$ cat src/rtl/atm_cash_dispenser.sv
// atm_cash_dispenser
// Cash-dispenser responder for the ATM withdraw path. A request is converted to
// a note count by repeated subtraction. The feed motor is then pulsed once per
// note, and each note must be confirmed on the exit sensor. The block reports
// completion with a single done pulse and a status code. It also keeps the
// cassette inventory, accepts refills while idle, and latches a jam fault.
//
// Optional build macro: ATM_DISP_RETRY_EN
//   defined   : the first sensor timeout in a transaction re-feeds the note once;
//               a second timeout raises the jam fault
//   undefined : the first sensor timeout raises the jam fault
//
// state      | meaning
// -----------+--------------------------------------------------------------
// IDLE       | ready for a request or a refill
// CALC       | one note subtraction per cycle, then amount/inventory checks
// FEED       | feed_motor pulse is out; sensor timer is loaded
// WAIT_SENSE | waiting for note_sense; timer counts down to its terminal count
// DONE       | done pulse with OK / BAD_AMOUNT / INSUFFICIENT
// FAULT      | done pulse with JAM; jam is latched

module atm_cash_dispenser #(
    parameter int AMT_W      = 32,
    parameter int NOTE_W     = 16,
    parameter int NOTE_VALUE = 100,
    parameter int INIT_NOTES = 50,
    parameter int MAX_NOTES  = 40,
    parameter int TIMEOUT    = 16
) (
    input  logic              clk,
    input  logic              reset,
    input  logic              req_valid,
    input  logic [AMT_W-1:0]  req_amount,
    output logic              req_ready,
    input  logic              note_sense,
    output logic              feed_motor,
    input  logic              refill_valid,
    input  logic [NOTE_W-1:0] refill_notes,
    input  logic              clear_jam,
    output logic              done,
    output logic [1:0]        status,
    output logic [AMT_W-1:0]  disp_amount,
    output logic [NOTE_W-1:0] notes_left,
    output logic              jam
);

    localparam int TMR_W = $clog2(TIMEOUT + 1);

    localparam logic [AMT_W-1:0]  NOTE_AMT  = AMT_W'(NOTE_VALUE);
    localparam logic [NOTE_W-1:0] MAX_CNT   = NOTE_W'(MAX_NOTES);
    localparam logic [NOTE_W-1:0] INIT_CNT  = NOTE_W'(INIT_NOTES);
    localparam logic [NOTE_W-1:0] ONE_NOTE  = NOTE_W'(1);
    localparam logic [TMR_W-1:0]  TMR_LOAD  = TMR_W'(TIMEOUT);

    localparam logic [1:0] ST_OK    = 2'b00;
    localparam logic [1:0] ST_BAD   = 2'b01;
    localparam logic [1:0] ST_INSUF = 2'b10;
    localparam logic [1:0] ST_JAM   = 2'b11;

    typedef enum logic [2:0] {
        IDLE,
        CALC,
        FEED,
        WAIT_SENSE,
        DONE,
        FAULT
    } state_t;

    state_t            state;
    logic [AMT_W-1:0]  rem;
    logic [AMT_W-1:0]  disp_acc;
    logic [NOTE_W-1:0] cnt;
    logic [TMR_W-1:0]  timer;
    logic [TMR_W-1:0]  timer_next;
    logic [NOTE_W:0]   refill_sum;
`ifdef ATM_DISP_RETRY_EN
    logic              retried;
`endif

    // Refill is only honoured in IDLE, so it also blocks a simultaneous request.
    assign req_ready  = (state == IDLE) & ~jam & ~refill_valid;
    assign refill_sum = {1'b0, notes_left} + {1'b0, refill_notes};
    assign timer_next = timer - 1'b1;

    // Main controller: sequencing, inventory, status and the registered pulses.
    always_ff @(posedge clk or negedge reset) begin
        if (!reset) begin
            state       <= IDLE;
            rem         <= '0;
            disp_acc    <= '0;
            cnt         <= '0;
            timer       <= '0;
            feed_motor  <= 1'b0;
            done        <= 1'b0;
            status      <= ST_OK;
            disp_amount <= '0;
            notes_left  <= INIT_CNT;
            jam         <= 1'b0;
`ifdef ATM_DISP_RETRY_EN
            retried     <= 1'b0;
`endif
        end else begin
            feed_motor <= 1'b0;
            done       <= 1'b0;

            // A jam raised in the same cycle below takes priority over this clear.
            if (clear_jam && jam) begin
                jam <= 1'b0;
            end

            case (state)
                IDLE: begin
                    if (refill_valid) begin
                        notes_left <= refill_sum[NOTE_W] ? '1 : refill_sum[NOTE_W-1:0];
                    end else if (req_valid && req_ready) begin
                        rem      <= req_amount;
                        cnt      <= '0;
                        disp_acc <= '0;
`ifdef ATM_DISP_RETRY_EN
                        retried  <= 1'b0;
`endif
                        state    <= CALC;
                    end
                end

                CALC: begin
                    if (rem >= NOTE_AMT) begin
                        // Another subtraction would push the count past the per-transaction cap.
                        if (cnt >= MAX_CNT) begin
                            status      <= ST_BAD;
                            disp_amount <= '0;
                            done        <= 1'b1;
                            state       <= DONE;
                        end else begin
                            rem <= rem - NOTE_AMT;
                            cnt <= cnt + ONE_NOTE;
                        end
                    end else if (rem != '0 || cnt == '0) begin
                        status      <= ST_BAD;
                        disp_amount <= '0;
                        done        <= 1'b1;
                        state       <= DONE;
                    end else if (cnt > notes_left) begin
                        status      <= ST_INSUF;
                        disp_amount <= '0;
                        done        <= 1'b1;
                        state       <= DONE;
                    end else begin
                        feed_motor <= 1'b1;
                        state      <= FEED;
                    end
                end

                FEED: begin
                    timer <= TMR_LOAD;
                    state <= WAIT_SENSE;
                end

                WAIT_SENSE: begin
                    if (note_sense) begin
                        if (notes_left != '0) begin
                            notes_left <= notes_left - ONE_NOTE;
                        end
                        disp_acc <= disp_acc + NOTE_AMT;
                        cnt      <= cnt - ONE_NOTE;
                        if (cnt == ONE_NOTE) begin
                            status      <= ST_OK;
                            disp_amount <= disp_acc + NOTE_AMT;
                            done        <= 1'b1;
                            state       <= DONE;
                        end else begin
                            feed_motor <= 1'b1;
                            state      <= FEED;
                        end
                    end else begin
                        timer <= timer_next;
                        if (timer_next == '0) begin
`ifdef ATM_DISP_RETRY_EN
                            if (!retried) begin
                                retried    <= 1'b1;
                                feed_motor <= 1'b1;
                                state      <= FEED;
                            end else begin
                                jam         <= 1'b1;
                                status      <= ST_JAM;
                                disp_amount <= disp_acc;
                                done        <= 1'b1;
                                state       <= FAULT;
                            end
`else
                            jam         <= 1'b1;
                            status      <= ST_JAM;
                            disp_amount <= disp_acc;
                            done        <= 1'b1;
                            state       <= FAULT;
`endif
                        end
                    end
                end

                DONE: begin
                    state <= IDLE;
                end

                FAULT: begin
                    state <= IDLE;
                end

                default: begin
                    state <= IDLE;
                end
            endcase
        end
    end

endmodule

$ cat config.mk
export PLATFORM = sky130hd
export DESIGN_NAME = atm_cash_dispenser
export DESIGN_NICKNAME = d
export VERILOG_FILES = /design/src/rtl/atm_cash_dispenser.sv
export SDC_FILE = /design/constraint.sdc
export NUM_CORES = 1
export LEC_CHECK = 0
export ABC_CLOCK_PERIOD_IN_PS = 3450
export BUFFER_PORTS_ARGS = -buffer_cell sky130_fd_sc_hd__buf_2
export CAP_MARGIN = 20
export CELL_PAD_IN_SITES_DETAIL_PLACEMENT = 0
export CELL_PAD_IN_SITES_GLOBAL_PLACEMENT = 1
export CORE_AREA = 2 2 148 150
export DETAILED_ROUTE_END_ITERATION = 16
export DIE_AREA = 0 0 150 152
export PLACE_DENSITY = 0.86
export SLEW_MARGIN = 30
export SYNTH_ARGS = -nofsm -noshare
export SYNTH_HDL_FRONTEND = slang
export SYNTH_SLANG_ARGS = --single-unit
$ cat constraint.sdc
create_clock -name clk -period 3.45 [get_ports clk]
set_input_delay 0.1725 -clock clk [delete_from_list [all_inputs] [get_ports clk]]
set_output_delay 0.1725 -clock clk [all_outputs]
set_load 0.05 [all_outputs]
==> results of run 1 <==
## cell type report
| type | count | area [µm²] |
|---|---|---|
| sequential | 137 | 3430 |
| clock buffer | 18 | 439 |
| timing repair buffer | 138 | 820 |
| multi-input combinational | 885 | 5320 |
| tap | 280 | 350 |
| clock inverter | 13 | 145 |
| fill | 2133 | 10700 |
| inverter | 42 | 158 |
## final timing paths
kind                                  from              end  slack [ns]  depth (start not counted)
setup / recovery                   cnt[13]           rem[9]        0.41                          8
setup reg to reg                   cnt[13]           rem[9]        0.41                          8
max in group asynchronous            reset          rem[19]        2.31                          3
min in group asynchronous            reset    notes_left[6]        0.41                          2
hold reg to reg            disp_amount[18]  disp_amount[18]        0.47                          2
hold / removal              req_amount[27]          rem[27]        0.02                          3
## cells in the final DEF, fill, tap and decap left out, drive strengths merged, types with 6 or more instances in the layout
cell type,instances
or3,8
a21o,17
nand2b,6
clkbuf,19
o31ai,16
nand4,18
nor3,32
or4,8
o21ai,143
a21oi,82
a211oi,8
and2,10
and3,17
a31oi,13
nand3,30
nor2b,9
xor2,30
o22ai,8
ha,43
nor2,90
buf,132
inv,46
xnor2,12
or2,7
nor4,21
dfrtp,134
a22o,19
nand2,155
## timing repair
action | 4_1_cts | 5_1_grt
hold buffers | 5 | 0
buffers inserted | 0 | 0
endpoints found under the hold margin | 91 | 0
## power groups by stage
| stage | sequential [mW] | clock (mW) | combinational [mW] |
|---|---|---|---|
| global route | 2.51 | 1.94 | 4.15 |
| floorplan | 2.65 | 0 | 2.49 |
| global placement | 2.45 | 0 | 3.68 |
| CTS | 2.43 | 1.87 | 3.74 |
| detailed placement | 2.46 | 0 | 3.72 |
| finish | 2.44 | 1.84 | 3.74 |
## routing by layer
layer / vias to the layer above / part of all wire (%) / global-route usage, %
met5: - / 0 / 0
met4: 0 / 1.2 / 5.62
met3: 22 / 5.0 / 3.33
met2: 222 / 46 / 34.6
met1: 4152 / 48 / 31.7
li1: 4284 / - / -
## tightest hold or removal path: cells and delay by family
| family | cells | cell delay, ns |
|---|---|---|
| AOI/OAI and AO/OA | 2 | 0.16 |
| buffers and inverters | 1 | 0.07 |
## synth_stat cells (4+ instances only)
cell type  count  area (µm²)
clkbuf_1      45         169
and3_1        17         106
xor2_1        30         263
a221oi_1       5        43.8
xnor2_1       12         105
mux2_2         4        45.0
o2bb2ai_1      5        43.8
and4_1         5        43.8
nand2b_1       6        37.5
nand4_1       18         113
nor3_1        32         160
a22o_1        19         166
nand2_1      155         582
nand3_1       30         150
a31oi_1       13        81.3
ha_1          43         538
buf_2         12        60.1
o21ai_1        9        45.0
nor4_1        20         125
a22oi_1        5        37.5
a21o_1        17         128
and2_1        10        62.6
or3_1          8        50.1
dfrtp_1      134        3350
o22ai_1        8        50.1
o21ai_0      133         666
or2_2          7        43.8
mux2i_1        4        40.0
o31ai_1       16         120
nor2b_1        9        56.3
or4_1          7        52.6
a211oi_1       8        60.1
inv_1         41         154
a21oi_1       81         405
nor2_1        90         338
## sequential cells by signal, summed over array words and instances (netlist names)
name,cells
done,1
cnt,16
disp_acc,30
timer,5
disp_amount,30
state,3
jam,1
notes_left,16
feed_motor,1
rem,32
status,2
## logic make-up after synthesis
| group | Yosys count |
|---|---|
| fa+ha+maj | 44 |
| simple gates | 427 |
| buf+inv | 104 |
| flops | 137 |
| other cells | 1 |
| compound gates | 362 |
| mux | 8 |
| xor+xnor | 42 |
## through the flow
stage	power [mW]	std cells	utilization, %	worst slack [ns]
after floorplan	5.14	1126	-	0.564
after global placement	6.13	1477	47.0	0.465
after detailed placement	6.18	1477	47.0	0.418
after CTS	8.04	1513	49.9	0.415
after global routing	8.60	1513	49.9	0.153
final	8.02	1513	49.9	0.407
==> metrics.yaml, run 1 <==
timing:
  holdWs_ns: 0.0179
  hold_violations: 0
  rsz0062_at_grt: "no"
  finalCriticalPeriod_ns: 3.04
  period_share_pct: 88.2
  tightest_slew_ns: 0.821
  fmax_mhz: 329
  slew_headroom_pct: 44.8
  maxSlewViolCount: 0
  setup_viol: 0
  setup_tns_ns: 0
  finClkSkew_ns: 0.00695
critical_path:
  startpoint_type: "flop"
  worst_path_max_delay_cell: "or4_1"
  critical_path.cell_chain: "or4_1 > or4b_4 > a311oi_2 > o21a_1 > buf_4 > nand2_1 > nand2_1 > o21ai_0"
  path_buf_inv: 1
  crit_type: "flop to flop"
  crit_fanout: 16
  end_kind: "flop"
  critPathMaxStageDelay_ns: 0.59
  critPathArrivalTime_ns: 3.33
  crit_family: "simple AND/OR/NAND/NOR gates"
  cp_common_cell: "nand2_1"
  cp.required_ns: 3.74
global_route:
  grt_overflow: 0
  track_usage_pct: 22.0
  antenna_found_initial: 0
  grt_max_degree: 92
  grt_pass1_vias: 8118
  grt_pass1_wl_um: 41200
clocking:
  tritoncts: "yes"
  cts_resized: 0
  cts.sinks: 137
  h-tree-depth: 4
  clk_path_buf_depth: 2
  cts_root_buf: "clkbuf_16"
  clk-insertion-delay-late_ns: 0.43
  cts_buffers: 17
  clk_pin_slew_ns: 0.06
die:
  die_w_um: 150
  rows: 54
  core_area_um2: 21400
  initial_core_util_pct: 42.9
  die-area_um2: 22800
  die_h_um: 152
  num_io_pins: 108
yosys:
  yosysWarnings: 0
  ys.flop_type: "dfrtp_1"
  ys_seq_area_share_pct: 37.5
  synth_area_per_cell_um2: 8.14
  ys_seq_elements: 137
  synthAdderAreaFrac_pct: 6.10
  synthArstFlopShare_pct: 100
  syn_area_um2: 9150
  synth_edf_count: 0
  synth-compound-area-share_pct: 24.6
  synthCells: 1125
  synth_top_family_by_area: "compound AO/OA/AOI/OAI gates"
  synthMuxAreaShare_pct: 0.929
  synth.distinct_cells: 76
  yosys.area_share.simple_pct: 22.3
  synth_xor_xnor_area_share_pct: 4.02
power:
  p_seq_share_pct: 30.4
  cellPowerDensity_nw_per_um2: 752
  p_int_mw: 4.40
  leakage_nw: 4.86
  switching_power_mw: 3.63
  combPwrFrac_pct: 46.6
  pwr-share-clk_pct: 22.9
  ir_drop_mv: 0.411
  swShare_pct: 45.2
route:
  drt-total-wl_um: 24600
  first_iter_violations: 503
  antenna_left: 0
  wl_per_cell_um: 16.3
  viasPerCell: 5.74
  post-route-drc-count: 0
  num_vias: 8680
  drtPass1Iterations: 5
place:
  port_buffers: 105
  dp_hpwl_um: 17500
  place.gp.congestion: 0.860
  place_area_um2: 10000
outcome:
  status: "complete, no violations"
final_layout:
  diodes: 0
  post-route-cell-area_um2: 10700
  final_nets: 1319
  syn2layout_area_growth_pct: 16.5
  layout-drive-gt1-share_pct: 15.6
run:
  maxCapViolCount: 0
worst_hold_path:
  hp-class: "input pin to flop"
Power figures use the tool's default switching activity.
==> run 2: changes to the inputs <==
==> config.mk (replaced) <==
export PLATFORM = sky130hd
export DESIGN_NAME = atm_cash_dispenser
export DESIGN_NICKNAME = d
export VERILOG_FILES = /design/src/rtl/atm_cash_dispenser.sv
export SDC_FILE = /design/constraint.sdc
export NUM_CORES = 1
export LEC_CHECK = 0
export ABC_CLOCK_PERIOD_IN_PS = 3750
export BUFFER_PORTS_ARGS = -buffer_cell sky130_fd_sc_hd__buf_2
export CAP_MARGIN = 20
export CELL_PAD_IN_SITES_DETAIL_PLACEMENT = 0
export CELL_PAD_IN_SITES_GLOBAL_PLACEMENT = 1
export CORE_AREA = 2 2 142 144
export DETAILED_ROUTE_END_ITERATION = 16
export DIE_AREA = 0 0 144 146
export HOLD_SLACK_MARGIN = 0.08
export PLACE_DENSITY = 0.92
export SLEW_MARGIN = 30
export SYNTH_ARGS = -nofsm -noshare
export SYNTH_HDL_FRONTEND = slang
export SYNTH_SLANG_ARGS = --single-unit
==> constraint.sdc (replaced) <==
create_clock -name clk -period 3.75 [get_ports clk]
set_input_delay 0.1875 -clock clk [delete_from_list [all_inputs] [get_ports clk]]
set_output_delay 0.1875 -clock clk [all_outputs]
set_load 0.05 [all_outputs]
==> run 2 against run 1 <==
Effect of this change: clock-buffer cell count stayed put; critical path type unchanged; die area shrank 7.8%; first-iteration DRC count increased by 23%; via count up 0.12%.
==> metrics.yaml, run 2 (same netlist as run 1, synthesis figures left out) <==
global_route:
  grt_max_degree: 102  # was 92
  grt_pass1_vias: 8094  # was 8118
  grt_overflow: 0  # unchanged
  grt_pass1_wl_um: 39600  # was 41200 µm
  track_usage_pct: 23.1  # was 22.0%
  antenna_found_initial: 0  # unchanged
final_layout:
  layout-drive-gt1-share_pct: 14.9  # was 15.6%
  fin_cells: 1506  # was 1513
  largest_register_ffs: 32  # unchanged
  final_nets: 1326  # was 1319
  post-route-cell-area_um2: 10700  # about the same
  layout_commonest_cell: "nand2_1"  # unchanged
  syn2layout_area_growth_pct: 16.6  # was 16.5%
  diodes: 0  # unchanged
  mostFrequentLayoutCells: "155 x nand2_1, 134 x dfrtp_1, 133 x o21ai_0"  # unchanged
  top_register: "rem"  # unchanged
  reg_top3: "rem: 32 flops, disp_acc: 30 flops, disp_amount: 30 flops"  # unchanged
route:
  num_vias: 8690  # was 8680
  drtPass1Iterations: 5  # unchanged
  drt-total-wl_um: 24100  # was 24600 µm
  viasPerCell: 5.77  # was 5.74
  antenna_left: 0  # unchanged
  wl_per_cell_um: 16.0  # was 16.3 µm
  post-route-drc-count: 0  # unchanged
  first_iter_violations: 619  # was 503
critical_path:
  startpoint: "notes_left[0]"  # was cnt[13]
  critPathMaxStageDelay_ns: 0.60  # was 0.59 ns
  worst_path_max_delay_cell: "nor4b_1"  # was or4_1
  path_buf_inv: 1  # unchanged
  end_kind: "flop"  # unchanged
  r2r_start: "notes_left[0]"  # was cnt[13]
  crit_fanout: 16  # unchanged
  cp.required_ns: 4.08  # was 3.74 ns
  startpoint_type: "flop"  # unchanged
  crit_family: "simple AND/OR/NAND/NOR gates"  # unchanged
  critPathArrivalTime_ns: 3.63  # was 3.33 ns
  crit_type: "flop to flop"  # unchanged
  critical_path.cell_chain: "inv_1 > ha_1 > nor4b_1 > nand4_1 > o31ai_1 > and2_1 > nor2_1 > a221oi_1"  # was or4_1 > or4b_4 > a311oi_2 > o21a_1 > buf_4 > nand2_1 > nand2_1 > o21ai_0
timing:
  rsz0062_at_grt: "no"  # unchanged
  setup_viol: 0  # unchanged
  maxSlewViolCount: 0  # unchanged
  tightest_slew_ns: 0.912  # was 0.821 ns
  period_share_pct: 88.0  # was 88.2%
  hold_violations: 0  # unchanged
  finalCriticalPeriod_ns: 3.30  # was 3.04 ns
  fmax_mhz: 303  # was 329 MHz
  setup_tns_ns: 0  # unchanged
  finClkSkew_ns: 0.0101  # was 0.00695 ns
  slew_headroom_pct: 39.2  # was 44.8%
  layout_setup_ws_ns: 0.451  # was 0.407 ns
die:
  die_w_um: 144  # was 150 µm
  rows: 51  # was 54
  initial_core_util_pct: 47.3  # was 42.9%
  core_area_um2: 19300  # was 21400 µm²
  die-area_um2: 21000  # was 22800 µm²
  die_h_um: 146  # was 152 µm
  num_io_pins: 108  # unchanged
worst_hold_path:
  holdCritStartpoint: "req_amount[30]"  # was req_amount[27]
  hp-class: "input pin to flop"  # unchanged
clocking:
  post_cts_buffers: 0  # unchanged
  holdBufCountCts: 19  # was 5
  cts_buffers: 17  # unchanged
  cts.sinks: 137  # unchanged
  cts_root_buf: "clkbuf_16"  # unchanged
  cts_resized: 0  # unchanged
  tritoncts: "yes"  # unchanged
  clk-insertion-delay-late_ns: 0.43  # about the same
  h-tree-depth: 4  # unchanged
  clk_path_buf_depth: 2  # unchanged
  clk_pin_slew_ns: 0.06  # about the same
power:
  leakage_nw: 4.85  # was 4.86 nW
  switching_power_mw: 3.31  # was 3.63 mW
  p_int_mw: 3.95  # was 4.40 mW
  p_seq_share_pct: 30.8  # was 30.4%
  p_total_mw: 7.26  # was 8.02 mW
  ir_drop_mv: 0.460  # was 0.411 mV
  combPwrFrac_pct: 47.2  # was 46.6%
  cellPowerDensity_nw_per_um2: 680  # was 752 nW/µm²
  pwr-share-clk_pct: 22.0  # was 22.9%
  swShare_pct: 45.6  # was 45.2%
place:
  placedCellCount: 1455  # was 1477
  dp_slack_ns: 0.529  # was 0.418 ns
  dp_hpwl_um: 16900  # was 17500 µm
  place.gp.congestion: 0.882  # was 0.860
  port_buffers: 105  # unchanged
  place_area_um2: 9930  # was 10000 µm²
outcome:
  status: "complete, no violations"  # unchanged
run:
  maxCapViolCount: 0  # unchanged
==> run 2: per-layer routing <==
layer,track usage [%],part of all wire (%),up-vias
met5,0,0,-
met2,38.1,48,218
li1,-,-,4303
met3,3.22,4.0,34
met4,7.35,1.5,0
met1,31.4,46,4135
==> run 2: final cells by class <==
cell class,instances,area (µm²)
multi-input cells,885,5320
inverters,42,158
fillers,1842,8660
clock inverters,14,124
clock buffers,18,429
flip-flops and latches,137,3430
repair buffers,145,882
well taps,265,332
==> run 2: power by group through the flow <==
stage,Sequential [mW],Combinational (mW),Clock [mW]
after global routing,2.28,3.80,1.69
after floorplan,2.44,2.29,0
after CTS,2.22,3.41,1.62
after global placement,2.24,3.31,0
after detailed placement,2.25,3.37,0
final,2.23,3.43,1.60
==> run 2: stage by stage <==
| step | utilization, % | hold WS [ns] |
|---|---|---|
| detailed placement | 51.3 | 0.376 |
| finish | 55.2 | 0.0849 |
| CTS | 55.2 | 0.0803 |
| global route | 55.2 | 0.0977 |
| global placement | 51.3 | 0.368 |
| floorplan | - | -0.108 |
==> run 2: path summary, 6_finish.rpt <==
path	end	slack [ns]	depth (start not counted)
worst max register to register	notes_left[8]	0.45	8
max in group asynchronous	notes_left[5]	2.42	3
worst min register to register	disp_amount[26]	0.47	2
worst min-delay path	rem[30]	0.08	3
min in group asynchronous	disp_acc[26]	0.36	2
worst max-delay path	notes_left[8]	0.45	8
==> run 2: worst min-delay path: stages <==
cell and delay, ns:
buf_2 0.08, o22ai_1 0.07, a21oi_1 0.14
==> run 3: changes to the inputs <==
--- a/config.mk
+++ b/config.mk
@@ -5,16 +5,18 @@
 export SDC_FILE = /design/constraint.sdc
 export NUM_CORES = 1
 export LEC_CHECK = 0
+export ABC_AREA = 1
 export ABC_CLOCK_PERIOD_IN_PS = 3750
 export BUFFER_PORTS_ARGS = -buffer_cell sky130_fd_sc_hd__buf_2
 export CAP_MARGIN = 20
 export CELL_PAD_IN_SITES_DETAIL_PLACEMENT = 0
 export CELL_PAD_IN_SITES_GLOBAL_PLACEMENT = 1
-export CORE_AREA = 2 2 142 144
+export CORE_AREA = 2 2 152 154
 export DETAILED_ROUTE_END_ITERATION = 16
-export DIE_AREA = 0 0 144 146
+export DIE_AREA = 0 0 154 156
 export HOLD_SLACK_MARGIN = 0.08
 export PLACE_DENSITY = 0.92
+export REMOVE_ABC_BUFFERS = 1
 export SLEW_MARGIN = 30
 export SYNTH_ARGS = -nofsm -noshare
 export SYNTH_HDL_FRONTEND = slang
==> run 3 against run 2 <==
Effect of this change: sequential share of layout area fell by 2.6 points; critical path depth rose by 6; hold slack barely moved; power rose by 15%; clock-buffer cell count fell by 1; combinational power rose by 29%; maximum frequency rose by 19%; worst setup slack improved by 0.52 ns.
==> metrics.yaml, run 3 <==
die:
  rows: 55  # was 51
  die_h_um: 156  # was 146 µm
  core_area_um2: 22400  # was 19300 µm²
  die_w_um: 154  # was 144 µm
  initial_core_util_pct: 45.3  # was 47.3%
  num_io_pins: 108  # unchanged
  die-area_um2: 24000  # was 21000 µm²
route:
  post-route-drc-count: 0  # unchanged
  wl_per_cell_um: 14.3  # was 16.0 µm
  first_iter_violations: 613  # was 619
  num_vias: 10100  # was 8690
  drtPass1Iterations: 8  # was 5
  drt-total-wl_um: 27600  # was 24100 µm
  antenna_left: 0  # unchanged
  viasPerCell: 5.24  # was 5.77
global_route:
  grt_overflow: 0  # unchanged
  grt_max_degree: 86  # was 102
  track_usage_pct: 23.7  # was 23.1%
  antenna_found_initial: 0  # unchanged
  grt_pass1_wl_um: 46500  # was 39600 µm
  grt_pass1_vias: 9445  # was 8094
critical_path:
  rr_worst_depth: 14  # was 8
  cp.required_ns: 4.07  # was 4.08 ns
  end_kind: "flop"  # unchanged
  r2r_start: "notes_left[5]"  # was notes_left[0]
  crit_type: "flop to flop"  # unchanged
  crit_fanout: 34  # was 16
  regToRegSetupSlack_ns: 0.98  # was 0.45 ns
  startpoint_type: "flop"  # unchanged
  r2r_end: "disp_amount[31]"  # was notes_left[8]
  critPathArrivalTime_ns: 3.10  # was 3.63 ns
clocking:
  post_cts_buffers: 0  # unchanged
  clk-insertion-delay-late_ns: 0.44  # was 0.43 ns
  cts.sinks: 137  # unchanged
  cts_buffers: 17  # unchanged
  clk_path_buf_depth: 2  # unchanged
  cts_root_buf: "clkbuf_16"  # unchanged
  tritoncts: "yes"  # unchanged
  clk_pin_slew_ns: 0.07  # was 0.06 ns
  h-tree-depth: 4  # unchanged
  cts_resized: 0  # unchanged
power:
  ir_drop_mv: 0.489  # was 0.460 mV
  cellPowerDensity_nw_per_um2: 721  # was 680 nW/µm²
  leakage_nw: 5.95  # was 4.85 nW
yosys:
  synth_area_leaders: "dfrtp_1 33%, nand2_1 17%, nand3_1 7.3%"  # was dfrtp_1 37%, o21ai_0 7.3%, nand2_1 6.4%
  ys_seq_area_share_pct: 33.9  # was 37.5%
  synth_area_per_cell_um2: 6.66  # was 8.14 µm²
  synth_top_area_share_pct: 33.1  # was 36.6%
  synth.distinct_cells: 53  # was 76
  yosys.area.top_type: "dfrtp_1"  # unchanged
  synthTopCellsByCount: "452 x nand2_1, 170 x inv_1, 150 x nor2_1"  # was 155 x nand2_1, 134 x dfrtp_1, 133 x o21ai_0
  yosysMostFrequentCell: "nand2_1"  # unchanged
  synth_edf_count: 0  # unchanged
  ys.flop_type: "dfrtp_1"  # unchanged
  synthCells: 1521  # was 1125
  synthArstFlopShare_pct: 100  # unchanged
  yosysWarnings: 0  # unchanged
  ys_seq_elements: 137  # unchanged
  syn_area_um2: 10100  # was 9150 µm²
run:
  maxCapViolCount: 0  # unchanged
timing:
  tightest_slew_ns: 0.892  # was 0.912 ns
  period_share_pct: 74.0  # was 88.0%
  setup_viol: 0  # unchanged
  hold_violations: 0  # unchanged
  maxSlewViolCount: 0  # unchanged
  slew_headroom_pct: 40.4  # was 39.2%
  fmax_mhz: 360  # was 303 MHz
  setup_tns_ns: 0  # unchanged
  finalCriticalPeriod_ns: 2.77  # was 3.30 ns
  rsz0062_at_grt: "no"  # unchanged
  finClkSkew_ns: 0.0129  # was 0.0101 ns
  layout_setup_ws_ns: 0.976  # was 0.451 ns
place:
  port_buffers: 105  # unchanged
  dp_slack_ns: 1.03  # was 0.529 ns
  place.gp.congestion: 0.851  # was 0.882
  dp_hpwl_um: 19800  # was 16900 µm
  place_area_um2: 10900  # was 9930 µm²
worst_hold_path:
  holdCritStartpoint: "req_amount[7]"  # was req_amount[30]
  hold_path_depth: 3  # unchanged
  whs_endpoint: "rem[7]"  # was rem[30]
  hp-class: "input pin to flop"  # unchanged
final_layout:
  layout_commonest_cell: "nand2_1"  # unchanged
  reg_top3: "rem: 32 flops, disp_acc: 30 flops, disp_amount: 30 flops"  # unchanged
  final_nets: 1725  # was 1326
  top_register: "rem"  # unchanged
  layout-drive-gt1-share_pct: 11.8  # was 14.9%
  diodes: 0  # unchanged
  nFillCells: 2260  # was 1842
  post-route-cell-area_um2: 11600  # was 10700 µm²
  syn2layout_area_growth_pct: 14.7  # was 16.6%
  largest_register_ffs: 32  # unchanged
  mostFrequentLayoutCells: "452 x nand2_1, 170 x inv_1, 150 x nor2_1"  # was 155 x nand2_1, 134 x dfrtp_1, 133 x o21ai_0
outcome:
  status: "complete, no violations"  # unchanged
==> run 3: cells by family (layout without fill, tap and decap cells) <==
family | count (synthesis) | after routing | synth area share, %
buffers and inverters | 230 | 348 | 9.35
multiplexers | 2 | 2 | 0.198
other | 1 | 2 | 0.0370
AO/OA/AOI/OAI | 228 | 228 | 12.2
XOR/XNOR | 34 | 34 | 2.94
AND/OR/NAND/NOR | 845 | 845 | 35.9
adder cells (fa/ha/maj) | 44 | 44 | 5.51
flip-flops | 137 | 137 | 33.9
==> run 3: worst max-delay path, stage by stage, from the launching register on <==
cell and delay, ns:
dfstp_2 0.60, inv_1 0.08, ha_1 0.31, a21oi_1 0.15, nor2_1 0.05, nor2_1 0.09
nand2_1 0.08, nand2_1 0.06, nand2_1 0.04, nand2_1 0.13, nand2_1 0.11, nand2_4 0.34
nand2_4 0.34, nand2_1 0.22, nand2_1 0.07
==> run 3: stage by stage <==
stage                     total power, mW  instances  utilization [%]  hold WS (ns)
after floorplan                      5.48       1474                -        -0.108
after global placement               6.61       1874             48.5         0.314
after detailed placement             6.68       1874             48.5         0.315
after CTS                            8.42       1925             52.0        0.0806
after global routing                 9.13       1925             52.0        0.0912
final                                8.38       1925             52.0        0.0849
==> run 3: power by group <==
group | leakage [nW] | switching [mW] | internal [mW]
clock network | 0.281 | 0.762 | 0.939
logic | 3.87 | 3.08 | 1.35
registers | 1.79 | 0.420 | 1.83
==> run 3: worst max-delay path by stage <==
| stage | from | endpoint | slack [ns] | cells after the start |
|---|---|---|---|---|
| 4_1_cts | notes_left[5] | disp_amount[31] | 0.97 | 14 |
| 5_1_grt | notes_left[5] | disp_amount[31] | 0.68 | 14 |
| 3_5_place_dp | notes_left[1] | disp_amount[31] | 1.03 | 16 |
| 2_1_floorplan | notes_left[7] | disp_amount[10] | 1.36 | 13 |
| 6_report | notes_left[5] | disp_amount[31] | 0.98 | 14 |
| 3_3_place_gp | state[2] | cnt[5] | 0.93 | 7 |
==> run 3: metal layers <==
metal	routed length (µm)	vias up	GRT usage (%)
met5	0	-	0
met4	401	0	6.28
met3	1390	32	3.58
met2	12800	284	39.7
met1	13000	4600	32.0
li1	-	5166	-
==> run 3: cell type report <==
class | count | area [µm²] | area share (%)
inverters | 182 | 687 | 5.91
multi-input cells | 1155 | 5760 | 49.5
well taps | 285 | 357 | 3.07
repair buffers | 134 | 810 | 6.96
clock inverters | 15 | 154 | 1.32
flip-flops and latches | 137 | 3430 | 29.5
clock buffers | 17 | 425 | 3.66
==> run 3: what timing repair did <==
action                                 4_1_cts  5_1_grt
hold buffers                                19        0
setup endpoints to repair                    0        0
endpoints found under the hold margin       98        0
